File: src/rtl/pwm_update_ctrl_if.sv
`default_nettype none
// ============================================================================
//  Module      : pwm_update_ctrl_if
//  Description : Register-side bus of the PWM update sequencer. It carries the
//                commit strobe with its targets, the counter-wrap event, abort,
//                and the active values and status that come back.
//  Revision    : 1.0 - initial release
// ============================================================================
interface pwm_update_ctrl_if #(
    parameter int WIDTH  = 32,
    parameter int STEP_W = 16
);
    logic              cfg_commit;
    logic [WIDTH-1:0]  tgt_period;
    logic [WIDTH-1:0]  tgt_duty1;
    logic [WIDTH-1:0]  tgt_duty2;
    logic [STEP_W-1:0] ramp_step;
    logic              upd_evt;
    logic              abort;
    logic [WIDTH-1:0]  act_period;
    logic [WIDTH-1:0]  act_duty1;
    logic [WIDTH-1:0]  act_duty2;
    logic              busy;
    logic              done;
    logic              clamp;

    // Register block / counter side: drives targets and events, observes status.
    modport master (
        output cfg_commit, tgt_period, tgt_duty1, tgt_duty2, ramp_step,
        output upd_evt, abort,
        input  act_period, act_duty1, act_duty2, busy, done, clamp
    );

    // Sequencer side.
    modport slave (
        input  cfg_commit, tgt_period, tgt_duty1, tgt_duty2, ramp_step,
        input  upd_evt, abort,
        output act_period, act_duty1, act_duty2, busy, done, clamp
    );
endinterface : pwm_update_ctrl_if
`default_nettype wire

File: src/rtl/pwm_update_ctrl.sv
`default_nettype none
// ============================================================================
//  Module      : pwm_update_ctrl
//  Description : Applies committed period/duty targets of a 2-channel PWM only
//                at counter-wrap boundaries, optionally ramping the duties by a
//                fixed step per PWM period. Duties are always kept <= period.
//  Config      : PWM_UPDCTRL_RAMP_EN - when defined, duty ramping and the RAMP
//                state are built; otherwise every update jumps to the targets.
//  Revision    : 1.0 - initial release
// ============================================================================
module pwm_update_ctrl #(
    parameter int WIDTH  = 32,
    parameter int STEP_W = 16
) (
    input  wire logic         clk,
    input  wire logic         rst,
    pwm_update_ctrl_if.slave  bus
);

    localparam logic [1:0] S_IDLE     = 2'd0;
    localparam logic [1:0] S_WAIT_EVT = 2'd1;
`ifdef PWM_UPDCTRL_RAMP_EN
    localparam logic [1:0] S_RAMP     = 2'd2;
`endif

    logic [1:0]       r_state;
    logic [WIDTH-1:0] r_pend_period;
    logic [WIDTH-1:0] r_pend_duty1;
    logic [WIDTH-1:0] r_pend_duty2;
    logic [WIDTH-1:0] r_act_period;
    logic [WIDTH-1:0] r_act_duty1;
    logic [WIDTH-1:0] r_act_duty2;
    logic             r_busy;
    logic             r_done;
    logic             r_clamp;

    // Commit-time limiting of the duties to the committed period.
    logic [WIDTH-1:0] w_commit_duty1;
    logic [WIDTH-1:0] w_commit_duty2;
    logic             w_clamp_hit;

    assign w_commit_duty1 = (bus.tgt_duty1 > bus.tgt_period) ? bus.tgt_period : bus.tgt_duty1;
    assign w_commit_duty2 = (bus.tgt_duty2 > bus.tgt_period) ? bus.tgt_period : bus.tgt_duty2;
    assign w_clamp_hit    = (bus.tgt_duty1 > bus.tgt_period) || (bus.tgt_duty2 > bus.tgt_period);

    // Duty values that an update event would apply from the current pending set.
    logic [WIDTH-1:0] w_next_duty1;
    logic [WIDTH-1:0] w_next_duty2;
    logic             w_targets_met;

`ifdef PWM_UPDCTRL_RAMP_EN
    logic [STEP_W-1:0] r_step;

    // Limit to the new period first, then move toward the target by at most
    // one step. Larger-minus-smaller keeps the arithmetic free of wrap.
    function automatic logic [WIDTH-1:0] f_step_toward(
        input logic [WIDTH-1:0] act,
        input logic [WIDTH-1:0] pend,
        input logic [WIDTH-1:0] period,
        input logic [WIDTH-1:0] step
    );
        logic [WIDTH-1:0] lim;
        logic [WIDTH-1:0] diff;
        lim = (act > period) ? period : act;
        if (step == '0) begin
            return pend;
        end else if (lim < pend) begin
            diff = pend - lim;
            return lim + ((step < diff) ? step : diff);
        end else begin
            diff = lim - pend;
            return lim - ((step < diff) ? step : diff);
        end
    endfunction

    assign w_next_duty1  = f_step_toward(r_act_duty1, r_pend_duty1, r_pend_period, WIDTH'(r_step));
    assign w_next_duty2  = f_step_toward(r_act_duty2, r_pend_duty2, r_pend_period, WIDTH'(r_step));
    assign w_targets_met = (w_next_duty1 == r_pend_duty1) && (w_next_duty2 == r_pend_duty2);

    // Step size captured with each commit.
    always_ff @(posedge clk) begin
        if (rst) begin
            r_step <= '0;
        end else if (bus.abort) begin
            r_step <= '0;
        end else if (bus.cfg_commit) begin
            r_step <= bus.ramp_step;
        end
    end
`else
    // Without ramping the step input has no function.
    logic w_unused_ramp_step;
    assign w_unused_ramp_step = ^bus.ramp_step;

    assign w_next_duty1  = r_pend_duty1;
    assign w_next_duty2  = r_pend_duty2;
    assign w_targets_met = 1'b1;
`endif

    // Sequencer: abort beats everything; an update in WAIT_EVT/RAMP uses the
    // old pending set even when a new commit lands in the same cycle.
    always_ff @(posedge clk) begin
        if (rst) begin
            r_state       <= S_IDLE;
            r_pend_period <= '0;
            r_pend_duty1  <= '0;
            r_pend_duty2  <= '0;
            r_act_period  <= '0;
            r_act_duty1   <= '0;
            r_act_duty2   <= '0;
            r_busy        <= 1'b0;
            r_done        <= 1'b0;
            r_clamp       <= 1'b0;
        end else if (bus.abort) begin
            r_state       <= S_IDLE;
            r_pend_period <= '0;
            r_pend_duty1  <= '0;
            r_pend_duty2  <= '0;
            r_busy        <= 1'b0;
            r_done        <= 1'b0;
            r_clamp       <= 1'b0;
        end else begin
            r_done  <= 1'b0;
            r_clamp <= 1'b0;

            if (bus.upd_evt && (r_state != S_IDLE)) begin
                r_act_period <= r_pend_period;
                r_act_duty1  <= w_next_duty1;
                r_act_duty2  <= w_next_duty2;
                if (!bus.cfg_commit) begin
                    if (w_targets_met) begin
                        r_state <= S_IDLE;
                        r_busy  <= 1'b0;
                        r_done  <= 1'b1;
                    end
`ifdef PWM_UPDCTRL_RAMP_EN
                    else begin
                        r_state <= S_RAMP;
                        r_busy  <= 1'b1;
                    end
`endif
                end
            end

            if (bus.cfg_commit) begin
                r_pend_period <= bus.tgt_period;
                r_pend_duty1  <= w_commit_duty1;
                r_pend_duty2  <= w_commit_duty2;
                r_clamp       <= w_clamp_hit;
                r_state       <= S_WAIT_EVT;
                r_busy        <= 1'b1;
            end
        end
    end

    assign bus.act_period = r_act_period;
    assign bus.act_duty1  = r_act_duty1;
    assign bus.act_duty2  = r_act_duty2;
    assign bus.busy       = r_busy;
    assign bus.done       = r_done;
    assign bus.clamp      = r_clamp;

endmodule : pwm_update_ctrl
`default_nettype wire

File: src/flat_wrapper.sv
// flat-port wrapper written by rule: the top's interface ports become plain ports
module pwm_update_ctrl_flat 
#(
    parameter int WIDTH  = 32,
    parameter int STEP_W = 16
)
  (clk, rst, bus_cfg_commit, bus_tgt_period, bus_tgt_duty1, bus_tgt_duty2, bus_ramp_step, bus_upd_evt, bus_abort, bus_act_period, bus_act_duty1, bus_act_duty2, bus_busy, bus_done, bus_clamp);
  pwm_update_ctrl_if #(.WIDTH(WIDTH), .STEP_W(STEP_W)) bus_i ();
  input  wire logic clk;
  input  wire logic rst;
  input wire logic [$bits(bus_i.cfg_commit)-1:0] bus_cfg_commit;
  input wire logic [$bits(bus_i.tgt_period)-1:0] bus_tgt_period;
  input wire logic [$bits(bus_i.tgt_duty1)-1:0] bus_tgt_duty1;
  input wire logic [$bits(bus_i.tgt_duty2)-1:0] bus_tgt_duty2;
  input wire logic [$bits(bus_i.ramp_step)-1:0] bus_ramp_step;
  input wire logic [$bits(bus_i.upd_evt)-1:0] bus_upd_evt;
  input wire logic [$bits(bus_i.abort)-1:0] bus_abort;
  output wire logic [$bits(bus_i.act_period)-1:0] bus_act_period;
  output wire logic [$bits(bus_i.act_duty1)-1:0] bus_act_duty1;
  output wire logic [$bits(bus_i.act_duty2)-1:0] bus_act_duty2;
  output wire logic [$bits(bus_i.busy)-1:0] bus_busy;
  output wire logic [$bits(bus_i.done)-1:0] bus_done;
  output wire logic [$bits(bus_i.clamp)-1:0] bus_clamp;
  assign bus_i.cfg_commit = bus_cfg_commit;
  assign bus_i.tgt_period = bus_tgt_period;
  assign bus_i.tgt_duty1 = bus_tgt_duty1;
  assign bus_i.tgt_duty2 = bus_tgt_duty2;
  assign bus_i.ramp_step = bus_ramp_step;
  assign bus_i.upd_evt = bus_upd_evt;
  assign bus_i.abort = bus_abort;
  assign bus_act_period = bus_i.act_period;
  assign bus_act_duty1 = bus_i.act_duty1;
  assign bus_act_duty2 = bus_i.act_duty2;
  assign bus_busy = bus_i.busy;
  assign bus_done = bus_i.done;
  assign bus_clamp = bus_i.clamp;
  pwm_update_ctrl #(.WIDTH(WIDTH), .STEP_W(STEP_W)) u_core (.clk(clk), .rst(rst), .bus(bus_i));
endmodule
File: config.mk
export PLATFORM = sky130hd
export DESIGN_NAME = pwm_update_ctrl_flat
export DESIGN_NICKNAME = d
export VERILOG_FILES = /design/src/rtl/pwm_update_ctrl_if.sv /design/src/rtl/pwm_update_ctrl.sv /design/src/flat_wrapper.sv
export SDC_FILE = /design/constraint.sdc
export NUM_CORES = 1
export LEC_CHECK = 0
export ABC_AREA = 0
export CAP_MARGIN = 5
export CORE_MARGIN = 8
export CORE_UTILIZATION = 45
export CTS_CLUSTER_SIZE = 16
export DETAILED_ROUTE_END_ITERATION = 16
export PLACE_DENSITY = 0.73
export REMOVE_ABC_BUFFERS = 1
export SETUP_SLACK_MARGIN = 0.15
export SLEW_MARGIN = 20
export SYNTH_ARGS = -nofsm -noshare
export SYNTH_HDL_FRONTEND = slang
export SYNTH_SLANG_ARGS = --single-unit
export TNS_END_PERCENT = 50
File: constraint.sdc
create_clock -name clk -period 3 [get_ports clk]
set_clock_uncertainty 0.1 [all_clocks]
set_input_delay 0.45 -clock clk [delete_from_list [all_inputs] [get_ports clk]]
set_output_delay 0.45 -clock clk [all_outputs]
set_load 0.02 [all_outputs]
==> results.json, run 1 <==
{
  "die_h_um": 157.9,
  "wl_per_cell_um": 17.79,
  "cts_tree": "done",
  "dieWidth_um": 157.9,
  "clk-insertion-delay-late_ns": 0.44,
  "tightest_slew_ns": 0.5372,
  "cts_buffers": 17,
  "powerDensity_nw_per_um2": 477.8,
  "path_clk_slew_ns": 0.07,
  "cts_root_buf": "clkbuf_16",
  "yosysTopAreaCell": "dfxtp_1",
  "globalRoute.totalOverflow": 0,
  "ir_worst_vdd_mv": 0.4002,
  "grt_usage_pct": 22.62,
  "final_cell_mix": "202 x nand2_1, 197 x clkdlybuf4s50_1, 195 x dfxtp_1",
  "final_common_cell": "nand2_1",
  "yosysWarnings": 0,
  "area_growth_pct": 35.51,
  "antenna_cells": 0,
  "synthCells": 1098,
  "totalWireLength_mm": 28.04,
  "path_class": "input port to register",
  "outcome": "complete, no violations",
  "synth_top_area_share_pct": 43.07,
  "antenna_found_initial": 0,
  "vias": 8618,
  "hold_buffers": 0,
  "cp.required_ns": 3.26,
  "cts_buffer_depth": 2,
  "rows": 52,
  "port_buffers": 199,
  "worst-path-buf-inv": 3,
  "drc": 0,
  "syn_area_um2": 9064,
  "dpl.hpwl_mm": 19.56,
  "grt_max_degree": 97,
  "setup_tns_ns": 0,
  "setup_violations": 0,
  "cts.sinks": 195,
  "period_needed_ns": 2.654,
  "start_util_pct": 45.38,
  "ys_ff_latch": 195,
  "gp_congestion": 0.8425,
  "ios": 216,
  "power_mw": 5.868,
  "crit_slowest_cell": "clkdlybuf4s50_1",
  "grt_pass1_wl_mm": 44.57,
  "timing.fmax_mhz": 376.8,
  "critPathTopFamily": "compound AO/OA/AOI/OAI gates",
  "rsz0062_at_grt": "false",
  "crit_chain": "clkdlybuf4s50_1 -> inv_1 -> ha_1 -> a21o_1 -> a21o_2 -> a221oi_2 -> a22o_2 -> buf_12 -> nand3_1 -> a31oi_1",
  "period_share_pct": 88.45,
  "synthTopCellsByArea": "dfxtp_1 43%, ha_1 8.8%, nand2_1 8.4%",
  "final_max_slew_viol_count": 0,
  "drv_cap": 0,
  "max_stage_delay_ns": 0.54,
  "cellLeakagePower_nw": 4.701,
  "coreArea_um2": 19970,
  "worst_setup_path_start_kind": "input port",
  "syn_area_per_cell_um2": 8.255,
  "dieArea_um2": 24940,
  "hold_class": "input port to register",
  "drtAntennaViolNets": 0,
  "worst-path-max-fanout": 22,
  "layout-drive-gt1-share_pct": 9.571,
  "post_cts_buffers": 0,
  "crit_path_end_kind": "register",
  "yosysSeqAreaShare_pct": 43.07,
  "hold_viol_final": 0,
  "grt_pass1_vias": 8504,
  "num-nets-final": 1474,
  "critPathArrivalTime_ns": 2.92,
  "htreeDepth": 4,
  "vias_per_cell": 5.468,
  "first_pass_iters": 5,
  "synthDistinctLibCells": 40,
  "slew_headroom_pct": 64.18,
  "drt_iter0_markers": 538
}
[path summary, 6_finish.rpt]
kind	end	start	slack [ns]	depth (start not counted)
worst min register to register	u_core.bus.act_period[17]	u_core.r_pend_period[17]	0.35	2
worst min-delay path	u_core.bus.busy	bus_cfg_commit	0.21	3
worst max-delay path	u_core.r_pend_duty2[31]	bus_tgt_period[29]	0.35	10
worst max register to register	u_core.bus.act_duty2[22]	u_core.bus.busy	1.46	5
[final cells by class]
cell class	count	area, µm²
fill	1793	7692
multi-input combinational	782	4631
sequential	195	3904
timing repair buffer	261	2678
clock buffer	17	425.4
tap	270	337.8
clock inverter	15	171.4
inverter	36	135.1
[stage by stage]
stage	hold WS [ns]	instance area (µm²)	utilization (%)	worst slack (ns)	cells
finish	0.2108	12280	61.49	0.3464	1576
global route	0.2204	12280	61.49	0.1961	1576
CTS	0.2125	12280	61.46	0.3119	1576
detailed placement	0.3426	11680	58.47	-0.1450	1544
global placement	0.3364	11680	58.47	-0.06829	1544
floorplan	0.3222	8627	-	-0.8966	1013
[kinds of logic (layout without fill, tap and decap cells)]
logic type / after synthesis / count (layout) / synth area share, %
buf+inv: 121 / 329 / 6.309
mux: 32 / 32 / 3.534
flops: 195 / 195 / 43.07
simple gates: 338 / 338 / 16.44
fa+ha+maj: 64 / 64 / 8.835
compound gates: 348 / 348 / 21.81
[metal layers]
layer  routed length [µm]  track usage (%)  vias to the layer above
met1                12060            27.78                     4059
met4                  422            7.072                        0
met5                    0                0                        -
met2                13690            38.90                      282
met3                 1867            4.696                       31
li1                     -                -                     4246
[worst register-to-register path: stages (launching register included)]
cell and delay, ns:
dfxtp_1 0.33, nand2_1 0.12, or2_4 0.26, buf_4 0.38
nand2_1 0.13, a21oi_1 0.15
[power by group]
part	internal, mW	switching (mW)	total [mW]	leakage [nW]
clock network	1.19	1.15	2.34	0.294
registers	2.65	0.0289	2.68	1.58
logic	0.385	0.469	0.854	2.83
[state kept, by name, summed over array words and instances, names as in the netlist]
register,count
u_core.bus.done,1
u_core.bus.act_period,32
u_core.bus.clamp,1
u_core.bus.busy,1
u_core.r_pend_duty2,32
u_core.r_pend_duty1,32
u_core.r_pend_period,32
u_core.bus.act_duty2,32
u_core.bus.act_duty1,32
[synthesized netlist by cell type (all sizes together)]
cell type  count
a21oi        119
nor2          41
a22o           2
nor2b          4
a41oi          1
nand2        202
mux2i         32
o31a           2
buf           25
clkbuf        60
a31oi         64
nor3           1
a2111oi        2
a22oi          2
inv           36
o211ai         2
or2            2
o21ai        138
a211oi         4
nand3         68
dfxtp        195
a21o           8
o31ai          2
a221oi         2
nand4         16
ha            64
nor4           4
[timing repair]
item / 4_1_cts / 5_1_grt
resized for setup: 0 / 1
hold endpoints to repair: 0 / 0
setup endpoints to repair: 0 / 4
(Power assumes the default switching activity.)
==> run 2, diff against run 1 <==
CTS_CLUSTER_DIAMETER = 60   (was default)
==> results of run 2 <==
Same layout as run 1: the final DEF is identical, and so are final timing and power.
